<file path="config.mk">
export PLATFORM = sky130hd
export DESIGN_NAME = simple_expect_src_flat
export DESIGN_NICKNAME = d
export VERILOG_FILES = /design/src/rtl/simple_expect_src_pkg.sv /design/src/rtl/simple_expect_src_if.sv /design/src/rtl/simple_expect_src_mem.sv /design/src/rtl/simple_expect_src.sv /design/src/flat_wrapper.sv
export SDC_FILE = /design/constraint.sdc
export NUM_CORES = 2
export LEC_CHECK = 0
export BUFFER_PORTS_ARGS = -buffer_cell sky130_fd_sc_hd__buf_2
export CAP_MARGIN = 15
export CORE_ASPECT_RATIO = 0.5
export CORE_MARGIN = 1.5
export CORE_UTILIZATION = 48
export DETAILED_ROUTE_END_ITERATION = 8
export PLACE_DENSITY = 0.71
export SLEW_MARGIN = 10
export SYNTH_ARGS = -nofsm -noshare
export SYNTH_HDL_FRONTEND = slang
export SYNTH_HIERARCHICAL = 1
export SYNTH_SLANG_ARGS = --single-unit
</file>
<file path="constraint.sdc">
create_clock -name clk -period 4.9 [get_ports clk]
set_input_delay 0.245 -clock clk [delete_from_list [all_inputs] [get_ports clk]]
set_output_delay 0.245 -clock clk [all_outputs]
set_load 0.05 [all_outputs]
</file>
<file path="src/rtl/simple_expect_src_pkg.sv">
// Shared types for the expected-value stream source: data format, FSM states, FIFO sizing.
package simple_expect_src_pkg;

  typedef logic [31:0] float_24_8;

  typedef enum logic [1:0] {
    IDLE,
    RUN,
    DRAIN
  } simple_expect_src_state_t;

  localparam int SIMPLE_EXPECT_SRC_FIFO_DEPTH = 2;

endpackage

</file>
<file path="src/rtl/simple_expect_src_if.sv">
// Valid/ready/first stream carrying expected values toward the error stage.
interface simple_expect_src_if;
  import simple_expect_src_pkg::*;

  float_24_8 expected;
  logic      expected_fst;
  logic      expected_vld;
  logic      expected_rdy;

  modport master (output expected, expected_fst, expected_vld, input expected_rdy);
  modport slave  (input expected, expected_fst, expected_vld, output expected_rdy);
endinterface

</file>
<file path="src/rtl/simple_expect_src_mem.sv">
// DEPTH x 32 RAM, one write and one read port, 1-cycle read latency, read-before-write.
module simple_expect_src_mem
  import simple_expect_src_pkg::*;
#(
  parameter int DEPTH = 64,
  parameter int AW    = 6
) (
  input  logic          clk,
  input  logic          we,
  input  logic [AW-1:0] waddr,
  input  float_24_8     wdata,
  input  logic          re,
  input  logic [AW-1:0] raddr,
  output float_24_8     rdata
);

  float_24_8 mem [DEPTH];

  always_ff @(posedge clk) begin
    if (we) mem[waddr] <= wdata;
    if (re) rdata <= mem[raddr];
  end

endmodule

</file>
<file path="src/rtl/simple_expect_src.sv">
// Replays a RAM-held frame of expected values as a valid/ready/first stream.
// Define SIMPLE_EXPECT_SRC_REPEAT_EN to add the repeat_en input for looping frames.
module simple_expect_src
  import simple_expect_src_pkg::*;
#(
  parameter int DEPTH = 64,
  parameter int AW    = 6
) (
  input  logic                clk,
  input  logic                reset,
  input  logic                load_vld,
  input  logic [AW-1:0]       load_addr,
  input  float_24_8           load_data,
  input  logic                start,
  input  logic [AW:0]         frame_len,
`ifdef SIMPLE_EXPECT_SRC_REPEAT_EN
  input  logic                repeat_en,
`endif
  simple_expect_src_if.master exp_if,
  output logic                busy,
  output logic                done
);

  simple_expect_src_state_t state;
  logic [AW:0]   len, len_m1;
  logic [AW-1:0] rd_addr;
  logic          inflight, inflight_fst;
  float_24_8     rdata;
  float_24_8     fifo_data [SIMPLE_EXPECT_SRC_FIFO_DEPTH];
  logic [SIMPLE_EXPECT_SRC_FIFO_DEPTH-1:0] fifo_fst;
  logic          wr_ptr, rd_ptr;
  logic [1:0]    count, next_total;
  logic          vld, pop, fifo_pop, push, issue, rd_last, wrap;

  simple_expect_src_mem #(.DEPTH(DEPTH), .AW(AW)) u_mem (
    .clk   (clk),
    .we    (load_vld),
    .waddr (load_addr),
    .wdata (load_data),
    .re    (issue),
    .raddr (rd_addr),
    .rdata (rdata)
  );

`ifdef SIMPLE_EXPECT_SRC_REPEAT_EN
  assign wrap = repeat_en;
`else
  assign wrap = 1'b0;
`endif

  // The in-flight read result is the stream head when the FIFO is empty, so it
  // is either popped straight through or parked in the FIFO.
  assign vld        = (count != 2'd0) || inflight;
  assign pop        = vld && exp_if.expected_rdy;
  assign fifo_pop   = pop && (count != 2'd0);
  assign push       = inflight && !(count == 2'd0 && pop);
  assign next_total = count + 2'(inflight) - 2'(pop);
  assign issue      = (state == RUN) && (next_total < 2'(SIMPLE_EXPECT_SRC_FIFO_DEPTH));
  assign len_m1     = len - (AW+1)'(1);
  assign rd_last    = ({1'b0, rd_addr} == len_m1);

  assign exp_if.expected_vld = vld;
  assign exp_if.expected     = !vld ? '0 : (count != 2'd0) ? fifo_data[rd_ptr] : rdata;
  assign exp_if.expected_fst = !vld ? 1'b0 : (count != 2'd0) ? fifo_fst[rd_ptr] : inflight_fst;
  assign busy                = (state != IDLE);

  always_ff @(posedge clk) begin
    if (push) fifo_data[wr_ptr] <= rdata;
  end

  always_ff @(posedge clk or posedge reset) begin
    if (reset) begin
      state        <= IDLE;
      len          <= '0;
      rd_addr      <= '0;
      inflight     <= 1'b0;
      inflight_fst <= 1'b0;
      fifo_fst     <= '0;
      wr_ptr       <= 1'b0;
      rd_ptr       <= 1'b0;
      count        <= '0;
      done         <= 1'b0;
    end else begin
      done     <= 1'b0;
      inflight <= issue;
      if (issue) inflight_fst <= (rd_addr == '0);
      if (push) begin
        fifo_fst[wr_ptr] <= inflight_fst;
        wr_ptr           <= ~wr_ptr;
      end
      if (fifo_pop) rd_ptr <= ~rd_ptr;
      count <= count + 2'(push) - 2'(fifo_pop);

      case (state)
        IDLE: if (start && frame_len != '0) begin
          len     <= (frame_len > (AW+1)'(DEPTH)) ? (AW+1)'(DEPTH) : frame_len;
          rd_addr <= '0;
          state   <= RUN;
        end
        RUN: if (issue) begin
          if (rd_last) begin
            rd_addr <= '0;
            if (!wrap) state <= DRAIN;
          end else begin
            rd_addr <= rd_addr + AW'(1);
          end
        end
        // Nothing left to issue; finish once the final beat leaves.
        DRAIN: if (pop && next_total == 2'd0) begin
          done  <= 1'b1;
          state <= IDLE;
        end
        default: state <= IDLE;
      endcase
    end
  end

endmodule

</file>
<file path="src/flat_wrapper.sv">
// flat-port wrapper written by rule: the top's interface ports become plain ports
module simple_expect_src_flat import simple_expect_src_pkg::*;
#(
  parameter int DEPTH = 64,
  parameter int AW    = 6
)
  (clk, reset, load_vld, load_addr, load_data, start, frame_len, busy, done, exp_if_expected, exp_if_expected_fst, exp_if_expected_vld, exp_if_expected_rdy);
  simple_expect_src_if exp_if_i ();
  input  logic clk;
  input  logic reset;
  input  logic load_vld;
  input  logic [AW-1:0] load_addr;
  input  float_24_8 load_data;
  input  logic start;
  input  logic [AW:0] frame_len;
  output logic busy;
  output logic done;
  output wire logic [$bits(exp_if_i.expected)-1:0] exp_if_expected;
  output wire logic [$bits(exp_if_i.expected_fst)-1:0] exp_if_expected_fst;
  output wire logic [$bits(exp_if_i.expected_vld)-1:0] exp_if_expected_vld;
  input wire logic [$bits(exp_if_i.expected_rdy)-1:0] exp_if_expected_rdy;
  assign exp_if_expected = exp_if_i.expected;
  assign exp_if_expected_fst = exp_if_i.expected_fst;
  assign exp_if_expected_vld = exp_if_i.expected_vld;
  assign exp_if_i.expected_rdy = exp_if_expected_rdy;
  simple_expect_src #(.DEPTH(DEPTH), .AW(AW)) u_core (.clk(clk), .reset(reset), .load_vld(load_vld), .load_addr(load_addr), .load_data(load_data), .start(start), .frame_len(frame_len), .exp_if(exp_if_i), .busy(busy), .done(done));
endmodule
</file>
==> key figures <==
Placement
  – Placed cell area: 0.08719 mm²
  – Routability cong.: 0.8586
  – DP Cell Count: 5981
  – Final HPWL DP: 123.0 mm
  – Input/output buffers: 85

Pwr
  – Max IR drop VDD: 0.4737 mV
  – P_leak: 0.02888 µW
  – Total power: 50350 µW
  – Sw Pwr: 15610 µW
  – Sequential share of power: 44.0%
  – Pwr dens: 539.8 mW/mm²
  – Sw frac: 31.00%
  – Pint: 34740 µW
  – Clock power frac: 28.3%
  – Comb power frac: 27.6%

Timing
  – Setup violators final: 0
  – Fmax achieved: 224.5 MHz
  – Final Max Slew Viols: 0
  – Layout Skew: 0.03923 ns
  – Fin crit share: 90.89%
  – Final hold slack: 0.001149 ns
  – RSZ-0062 raised after global routing: false
  – Slew margin rel.: 9.450%
  – Final hold viol count: 0
  – Final Critical Period: 4.453 ns
  – Setup Total Neg Slack: 0 ns
  – Worst slew pin tran: 1.358 ns

Logic synthesis
  – Synthesis Warnings: 6
  – Post-synth EDFFs: 2144
  – Synth area leaders: edfxtp_1 (78%), mux4_2 (15%), mux2i_1 (1.5%), dfrtp_1 (0.72%), nor2_1 (0.66%)
  – Yosys cell types: 57
  – Top FF cell, synth: edfxtp_1
  – Average cell area after synthesis: 22.70 µm²
  – Leading area contributor after synthesis: edfxtp_1
  – Mapped Cells: 3655
  – Syn Std Cell Area: 0.08298 mm²
  – Syn nets: 3711
  – Seq/Total Area, Yosys: 78.31%
  – Yosys top cell area share: 77.59%
  – Async SR Flop Fraction: 1.107%
  – Number of synthesized register bits: 2168

Status
  – Outcome: finished, violations left
  – Failing checks: antenna violations

Detailed routing
  – Routed WL per cell: 33.63 µm
  – Drt pass-1 iters: 6
  – Residual DRC count: 0
  – Via count of the routed design: 41150
  – Total Wirelength: 213.5 mm
  – DRT iter0 DRCs: 7027
  – Routed Antenna Nets: 1
  – Vias per cell: 6.480

GRT
  – First-pass GRT wire length: 301.9 mm
  – Total Routing Usage GR: 24.39%
  – Gr ovfl total: 0
  – Largest net degree at the start of global routing: 117
  – Vias in the first global route: 40710
  – Initial antenna violation count: 29

Floorplan
  – Row count: 107
  – Die Span Y: 297.0 µm
  – Initial Utilization: 48.54%
  – Core ar.: 0.1710 mm²
  – Die ar.: 0.1755 mm²
  – # IOs: 86
  – DIE WIDTH: 591.0 µm

Worst setup path
  – CP most frequent cell: mux4_2
  – Worst EP arrival: 4.94 ns
  – Worst-path maximum fanout: 47
  – Critical path type: reg2reg
  – Worst R2R Setup Slack: 0.45 ns
  – Crit Reg-Reg Endpoint: u_core/u_mem/rdata[27]
  – FF-to-FF Start: u_core/rd_addr[0]
  – WP buf/inv: 2
  – Top delay family on crit path: multiplexers
  – Worst-case reg-to-reg path depth: 6
  – Slowest-stage cell, CP: o22ai_1
  – Largest stage delay on the critical path: 0.99 ns
  – Crit path required time: 5.38 ns
  – Crit end category: flop
  – CP Launch Type: flop
  – CP cell instances: buf_12 -> buf_4 -> mux4_2 -> mux4_2 -> o22ai_1 -> nor2_1
  – WP depth: 6

Clock tree
  – CTS Buf Count: 185
  – CTS Sinks: 2168
  – Worst-path clk slew: 0.07 ns
  – Clk buf depth: 3
  – # resized after CTS: 0
  – TritonCTS clock tree: built
  – Worst-Skew Late Latency: 0.82 ns
  – Root buf cell: clkbuf_16
  – CTS HTree Levels: 4

Finish
  – Fillcell total: 12350
  – Design area: 0.09328 mm²
  – Layout area overhead: 12.41%
  – Layout cells sized above 1: 27.72%
  – Final #Nets: 3959
  – Non-Filler Instances: 6350

Job
  – Max Cap Viol: 0

Hold path
  – Min-delay src: load_data[20]
  – Worst min-delay path class: in2reg
  – Hold Path Depth: 1
  – Worst hold endpoint: u_core/u_mem/mem[48][20]
-- state kept, by name (all words and copies together), names as in the netlist --
signal	count
u_core/u_mem/mem	2048
u_core/fifo_data	64
u_core/u_mem/rdata	32
u_core/len	7
u_core/rd_addr	6
u_core/count	2
u_core/fifo_fst	2
u_core/state	2
u_core/done	1
u_core/inflight	1
u_core/inflight_fst	1
u_core/rd_ptr	1
u_core/wr_ptr	1
-- worst max path at each step --
stage / from / endpoint / slack (ns)
finish: u_core/rd_addr[0] / u_core/u_mem/rdata[27] / 0.45
global route: u_core/rd_addr[0] / u_core/u_mem/rdata[29] / 0.29
global placement: u_core/rd_addr[0] / u_core/u_mem/rdata[16] / 0.67
detailed placement: u_core/rd_addr[0] / u_core/u_mem/rdata[16] / 0.65
floorplan: u_core/inflight / u_core/u_mem/rdata[0] / 1.24
CTS: u_core/rd_addr[0] / u_core/u_mem/rdata[16] / 0.62
-- power by group through the flow --
stage	registers, µW	clock network (µW)	logic, µW
after floorplan	21900	0	9670
after global placement	22500	0	13700
after detailed placement	22500	0	13800
after CTS	22200	14400	13900
after global routing	22200	15100	14500
final	22200	14300	13900
-- metal layers --
metal	track usage [%]	routed length, µm	vias to the layer above
li1	-	-	16030
met1	35.42	80640	21930
met2	36.99	98830	2833
met3	6.310	28500	347
met4	6.673	5481	12
met5	0	69	-
-- kinds of logic after synthesis --
kind of cell / count (synthesis) / share of synthesized area [%]
compound gates: 269 / 2.115
simple gates: 314 / 1.785
xor+xnor: 12 / 0.1267
flops: 2168 / 78.31
mux: 674 / 16.34
fa+ha+maj: 6 / 0.09047
buf+inv: 212 / 1.236
-- cell type report --
cell class,count,area (µm²),share of cell area [%]
clock buffers,235,4945,5.301
flip-flops and latches,2168,65000,69.68
repair buffers,263,2122,2.275
clock inverters,96,809.5,0.8678
multi-input cells,1275,17470,18.73
diodes,14,35.03,0.03756
well taps,2289,2864,3.070
inverters,10,37.54,0.04024
-- synth_stat cells, types with 2 or more instances --
library cell / count
mux4_2: 544
edfxtp_1: 2144
o21ai_0: 45
nand2b_1: 18
buf_6: 8
a41o_1: 4
or3b_2: 4
nor3_1: 12
xnor2_1: 9
or2_2: 2
o32ai_1: 5
buf_1: 26
buf_4: 26
dfrtp_1: 24
xor2_1: 3
ha_1: 6
mux2i_1: 127
o22ai_1: 85
nor2b_1: 16
clkbuf_1: 84
inv_1: 10
a311oi_1: 8
a21oi_1: 65
nor4_1: 3
and3_1: 5
and2_1: 2
a21o_1: 4
or3_1: 5
buf_2: 58
mux2_2: 3
nor2_1: 146
a22oi_1: 12
nand2_1: 40
nand3b_1: 6
nand4_1: 3
a221o_1: 2
nand3_1: 43
o221ai_1: 27
or3b_1: 3
-- placed cells by master (no fill, tap or decap), types with 20 or more instances in the layout --
master / netlist / final
buf_2: 58 / 76
o22ai_1: 85 / 85
nand3_1: 43 / 43
buf_4: 26 / 144
nor2_4: 0 / 65
dlygate4sd3_1: 0 / 20
mux2i_1: 127 / 127
a21oi_1: 65 / 65
buf_12: 0 / 23
o221ai_1: 27 / 27
clkbuf_1: 84 / 44
mux4_2: 544 / 544
nand2_1: 40 / 40
edfxtp_1: 2144 / 2144
nor2_1: 146 / 81
o21ai_0: 45 / 45
clkinv_2: 0 / 31
clkbuf_16: 0 / 191
clkinv_1: 0 / 41
-- per-stage QoR --
stage	utilization (%)	setup slack (ns)
floorplan	-	1.238
global placement	51.00	0.6669
detailed placement	51.00	0.6494
CTS	54.46	0.6218
global route	54.55	0.2915
finish	54.56	0.4466
-- timing repair --
item,4_1_cts,5_1_grt
hold endpoints to repair,35,90
setup buffers,0,0
hold buffers,16,4
Power figures use the tool's default switching activity.
